<file path="src/rtl/motor_dir_sequencer.sv">
// motor_dir_sequencer: single-motor speed/direction sequencer for an L298 bridge.
// Synchronises eight switch requests, priority-encodes them into a duty target
// and direction, ramps the duty command, and reverses the bridge only after the
// duty has reached zero and a dead time has elapsed.
//
// Ports:
//   w5     in   system clock, all flops rise on it
//   u18    in   asynchronous active-high reset
//   sw     in   [0..3] forward 100/75/50/25 %, [4..7] reverse 100/75/50/25 %
//   estop  in   emergency stop, level-sensitive, active-high
//   duty   out  duty command in percent (0..100)
//   en_a   out  bridge enable
//   in1    out  L298 IN1
//   in2    out  L298 IN2
//   dir    out  applied direction, 0 = forward, 1 = reverse
//   busy   out  high while ramping or in dead time
module motor_dir_sequencer #(
   parameter int unsigned RAMP_DIV    = 100000,
   parameter int unsigned RAMP_STEP   = 5,
   parameter int unsigned DEAD_CYCLES = 100000
) (
   input  logic       w5,
   input  logic       u18,
   input  logic [7:0] sw,
   input  logic       estop,
   output logic [7:0] duty,
   output logic       en_a,
   output logic       in1,
   output logic       in2,
   output logic       dir,
   output logic       busy
);

   localparam int unsigned PW = (RAMP_DIV > 1) ? $clog2(RAMP_DIV) : 1;
   localparam int unsigned DW = $clog2(DEAD_CYCLES + 1);

   localparam logic [1:0] S_IDLE = 2'd0;
   localparam logic [1:0] S_RAMP = 2'd1;
   localparam logic [1:0] S_HOLD = 2'd2;
   localparam logic [1:0] S_DEAD = 2'd3;

   logic [7:0]    sw_s1, sw_s2;
   logic          estop_s1, estop_s2;
   logic [PW-1:0] pre_cnt;
   logic          tick;
   logic [7:0]    req_duty;
   logic          req_dir;
   logic [7:0]    goal;
   logic [7:0]    step;
   logic [7:0]    duty_step;

   logic [1:0]    state, state_n;
   logic [DW-1:0] dead_cnt, dead_n;
   logic [7:0]    duty_n;
   logic          dir_n, en_n, in1_n, in2_n, busy_n;

   // Two-flop synchronisers for the asynchronous switch and estop inputs
   always_ff @(posedge w5 or posedge u18) begin
      if (u18) begin
         sw_s1    <= '0;
         sw_s2    <= '0;
         estop_s1 <= 1'b0;
         estop_s2 <= 1'b0;
      end else begin
         sw_s1    <= sw;
         sw_s2    <= sw_s1;
         estop_s1 <= estop;
         estop_s2 <= estop_s1;
      end
   end

   // Free-running ramp prescaler
   always_ff @(posedge w5 or posedge u18) begin
      if (u18)       pre_cnt <= '0;
      else if (tick) pre_cnt <= '0;
      else           pre_cnt <= pre_cnt + PW'(1);
   end

   assign tick = (pre_cnt == PW'(RAMP_DIV - 1));

   // Lowest set switch wins; no request keeps the current direction
   always_comb begin
      req_duty = 8'd0;
      req_dir  = dir;
      casez (sw_s2)
         8'b???????1: begin req_duty = 8'd100; req_dir = 1'b0; end
         8'b??????10: begin req_duty = 8'd75;  req_dir = 1'b0; end
         8'b?????100: begin req_duty = 8'd50;  req_dir = 1'b0; end
         8'b????1000: begin req_duty = 8'd25;  req_dir = 1'b0; end
         8'b???10000: begin req_duty = 8'd100; req_dir = 1'b1; end
         8'b??100000: begin req_duty = 8'd75;  req_dir = 1'b1; end
         8'b?1000000: begin req_duty = 8'd50;  req_dir = 1'b1; end
         8'b10000000: begin req_duty = 8'd25;  req_dir = 1'b1; end
         default:     begin req_duty = 8'd0;   req_dir = dir;  end
      endcase
   end

   // A request for the opposite direction first drives the duty to zero
   assign goal = (req_dir == dir) ? req_duty : 8'd0;
   assign step = 8'(RAMP_STEP);

   // One ramp step toward goal, saturating so it never passes goal
   always_comb begin
      duty_step = duty;
      if (duty < goal) begin
         duty_step = ((goal - duty) > step) ? (duty + step) : goal;
      end else if (duty > goal) begin
         duty_step = ((duty - goal) > step) ? (duty - step) : goal;
      end
   end

   // Next-state and next-output logic
   always_comb begin
      state_n = state;
      duty_n  = duty;
      dir_n   = dir;
      dead_n  = dead_cnt;

      case (state)
         S_IDLE: begin
            duty_n = 8'd0;
            if (req_duty != 8'd0) begin
               dir_n   = req_dir;
               state_n = S_RAMP;
            end
         end
         S_RAMP: begin
            if ((duty == goal) && (goal != 8'd0)) begin
               state_n = S_HOLD;
            end else if ((duty == 8'd0) && (goal == 8'd0)) begin
               state_n = S_DEAD;
               dead_n  = DW'(DEAD_CYCLES);
            end else if (tick) begin
               duty_n = duty_step;
            end
         end
         S_HOLD: begin
            if (goal != duty) state_n = S_RAMP;
         end
         S_DEAD: begin
            duty_n = 8'd0;
            // Counter holds DEAD_CYCLES on entry, so expiry on 1 gives exactly that many cycles
            if (dead_cnt <= DW'(1)) begin
               if (req_duty == 8'd0) begin
                  state_n = S_IDLE;
               end else begin
                  dir_n   = req_dir;
                  state_n = S_RAMP;
               end
            end else begin
               dead_n = dead_cnt - DW'(1);
            end
         end
         default: begin
            state_n = S_IDLE;
            duty_n  = 8'd0;
         end
      endcase

      // Emergency stop overrides everything and keeps the dead counter reloaded
      if (estop_s2) begin
         state_n = S_DEAD;
         duty_n  = 8'd0;
         dir_n   = dir;
         dead_n  = DW'(DEAD_CYCLES);
      end

      en_n   = (state_n == S_RAMP) || (state_n == S_HOLD);
      in1_n  = en_n & ~dir_n;
      in2_n  = en_n & dir_n;
      busy_n = (state_n == S_RAMP) || (state_n == S_DEAD);
   end

   // State and registered outputs update together
   always_ff @(posedge w5 or posedge u18) begin
      if (u18) begin
         state    <= S_IDLE;
         duty     <= 8'd0;
         dir      <= 1'b0;
         dead_cnt <= '0;
         en_a     <= 1'b0;
         in1      <= 1'b0;
         in2      <= 1'b0;
         busy     <= 1'b0;
      end else begin
         state    <= state_n;
         duty     <= duty_n;
         dir      <= dir_n;
         dead_cnt <= dead_n;
         en_a     <= en_n;
         in1      <= in1_n;
         in2      <= in2_n;
         busy     <= busy_n;
      end
   end

endmodule

</file>
<file path="config.mk">
export PLATFORM = sky130hd
export DESIGN_NAME = motor_dir_sequencer
export DESIGN_NICKNAME = d
export VERILOG_FILES = /design/src/rtl/motor_dir_sequencer.sv
export SDC_FILE = /design/constraint.sdc
export NUM_CORES = 1
export LEC_CHECK = 0
export CORE_UTILIZATION = 40
export CTS_CLUSTER_DIAMETER = 120
export DETAILED_ROUTE_END_ITERATION = 10
export GPL_TIMING_DRIVEN = 0
export PLACE_DENSITY_LB_ADDON = 0.12
export SYNTH_ARGS = -nofsm -noshare
export SYNTH_HDL_FRONTEND = slang
export SYNTH_SLANG_ARGS = --single-unit
</file>
<file path="constraint.sdc">
create_clock -name w5 -period 8.5 [get_ports w5]
set_input_delay 1.7 -clock w5 [delete_from_list [all_inputs] [get_ports w5]]
set_output_delay 1.7 -clock w5 [all_outputs]
set_load 0.05 [all_outputs]
</file>
==> results.json <==
{
  "max_cap_violations": 0,
  "yosysTopAreaCell": "dfrtp_1",
  "cts_buffer_depth": 2,
  "numCtsBuffers": 9,
  "io_pins": 24,
  "first_iter_violations": 220,
  "ys.flop_type": "dfrtp_1",
  "synth-seq-cells": 67,
  "rows": 37,
  "hpwl_mm": 7.594,
  "cts_tree": "done",
  "whs_path_depth": 0,
  "cts_hold_buffers": 0,
  "grt_pass1_wl_mm": 17.04,
  "ir_worst_vdd_mv": 0.1148,
  "avgSynthCellArea_um2": 8.854,
  "utilization": 0.4760,
  "endpoint_kind": "register",
  "yosys-top-cells-area": "dfrtp_1 (38%), ha_1 (6.3%), o21ai_0 (4.6%), nor2_1 (3.7%), xnor2_1 (3.4%)",
  "drc": 0,
  "worst_slew_pin_slew_ns": 0.9893,
  "ys_warn_count": 0,
  "grt_usage": 0.1903,
  "synth_edf_count": 0,
  "synthCells": 495,
  "setup_viol": 0,
  "clock_latency_ns": 0.35,
  "syn_to_final_growth_pct": 13.62,
  "vias_per_cell": 5.593,
  "status": "finished clean",
  "r2r_cells": 16,
  "grt_overflow": 0,
  "synth_most_common_cell": "dfrtp_1",
  "crit_path_start_kind": "register",
  "tns_ns": 0,
  "die_x_um": 106.7,
  "syn_area_um2": 4383,
  "arrival_ns": 5.23,
  "reg2reg_from": "sw_s2[2]",
  "required_ns": 8.77,
  "leakage_nw": 2.077,
  "hold_class": "reg2reg",
  "num_antenna_cells": 0,
  "r2r_setup_slack_ns": 3.54,
  "synth.distinct_cells": 75,
  "yosysSeqAreaShare": 0.3825,
  "wl_mm": 10.22,
  "nNetsFinal": 564,
  "cts_root_buf": "clkbuf_8",
  "antenna_found_initial": 0,
  "firstDrtPassIters": 5,
  "crit-reg2reg-capture": "duty[3]",
  "drive_above_1_share": 0.07129,
  "hold_start": "sw_s1[4]",
  "yosysTopAreaCellShare": 0.3825,
  "core_area_um2": 10460,
  "slew_viol_final": 0,
  "skew_ns": 0.007718,
  "grt_pass1_vias": 3511,
  "start_util": 0.4189,
  "fin_crit_sh": 0.5840,
  "num_vias": 3742,
  "grt_start_max_net_pins": 68,
  "synth.net_count": 530,
  "cp_max_fo": 10,
  "finalCriticalPeriod_ns": 4.964,
  "die_area_um2": 11380,
  "rsz0062_at_grt": "false",
  "cts.sinks": 67,
  "detail-route-antenna-nets": 0,
  "synthArstFlopShare": 1.000,
  "port_buffers": 23,
  "power_density_nw_per_um2": 238.8,
  "dieHeight_um": 106.7,
  "netlist_top_cells_count": "dfrtp_1 (67), nor2_1 (43), o21ai_0 (40)",
  "wl_per_cell_um": 15.28,
  "fmax_mhz": 201.5,
  "report.final.hold_viol_count": 0,
  "slew_headroom": 0.3344,
  "htree_levels": 3,
  "crit_type": "reg2reg",
  "post_cts_buffers": 0,
  "post_cts_resized": 0,
  "min_to": "sw_s2[4]",
  "clk_pin_slew_ns": 0.07,
  "gp_congestion": 0.8313
}
==> critical path: stages, from the launching register on <==
cell and delay [ns]:
dfrtp_1 0.45, nor4_2 0.73, nand2_1 0.10, o21ai_0 0.42
a21o_1 0.27, inv_1 0.13, ha_1 0.23, fa_1 0.39
nor2b_1 0.21, o31ai_1 0.17, a221o_1 0.32, a211oi_1 0.20
o311ai_0 0.33, clkbuf_1 0.36, a21boi_0 0.30, a31oi_1 0.12
o22ai_1 0.16
==> registers in the layout, indices dropped and copies added (netlist names) <==
signal    count
in1           1
en_a          1
busy          1
in2           1
sw_s2         8
sw_s1         8
dir           1
estop_s2      1
pre_cnt      17
state         2
dead_cnt     17
duty          8
estop_s1      1
==> through the flow <==
stage | total power, mW | hold WS, ns | instance area [um^2] | setup slack [ns] | std cells
floorplan | 0.7943 | 0.3312 | 4383 | 4.305 | 495
global placement | 0.9202 | 0.3328 | 4783 | 3.605 | 654
detailed placement | 0.9261 | 0.3380 | 4786 | 3.540 | 654
CTS | 1.200 | 0.3529 | 4980 | 3.508 | 669
global route | 1.273 | 0.3537 | 4980 | 3.091 | 669
finish | 1.189 | 0.3520 | 4980 | 3.536 | 669
==> metal layers <==
| metal | up-vias | share of wire | track usage |
|---|---|---|---|
| met1 | 1788 | 0.48 | 0.2589 |
| met5 | - | 0 | 0 |
| met3 | 17 | 0.032 | 0.03222 |
| li1 | 1869 | - | - |
| met4 | 0 | 0.019 | 0.07828 |
| met2 | 68 | 0.47 | 0.3000 |
==> power by group <==
part | internal, mW | total (mW) | switching, mW
combinational | 0.201 | 0.546 | 0.345
clock | 0.150 | 0.265 | 0.115
sequential | 0.351 | 0.378 | 0.0263
==> cell usage in the layout (no fill, tap or decap), drive strengths merged, types with 4 or more instances in the layout <==
cell type and count:
nor4 11, o31ai 6, inv 31, and2 4, nand4 4, nor2 43
or3 7, xnor2 17, nand3 19, clkbuf 28, nand2 36, a21oi 27
nor2b 8, mux2i 6, buf 4, clkdlybuf4s50 23, and3 5, a31oi 11
nor4b 5, ha 22, a21o 4, xor2 10, a211oi 4, o22ai 7
o21ai 41, nor3 19, o21bai 5, nand2b 8, dfrtp 67
==> worst max path at each step <==
stage	end	from	slack, ns
floorplan	duty[1]	sw_s2[4]	4.31
global placement	in1	sw_s2[2]	3.60
detailed placement	duty[3]	sw_s2[2]	3.54
CTS	duty[3]	sw_s2[2]	3.51
global route	duty[6]	sw_s2[2]	3.09
finish	duty[3]	sw_s2[2]	3.54
==> cell families (layout without fill, tap and decap cells) <==
group / count (synthesis) / count (layout) / share of synthesized area
AO/OA/AOI/OAI: 138 / 138 / 0.2161
flip-flops: 67 / 67 / 0.3825
XOR/XNOR: 27 / 27 / 0.05395
AND/OR/NAND/NOR: 182 / 182 / 0.2170
multiplexers: 6 / 6 / 0.01370
buffers and inverters: 51 / 89 / 0.04481
adder cells (fa/ha/maj): 24 / 24 / 0.07194
==> area by class of cell <==
class	instances	area, um^2
fill	1029	5483
multi-input combinational	377	2510
sequential	67	1677
timing repair buffer	23	230.2
tap	136	170.2
clock buffer	13	158.9
inverter	32	122.6
buffer	19	76.32
clock inverter	2	35.03
(Power assumes the default switching activity.)
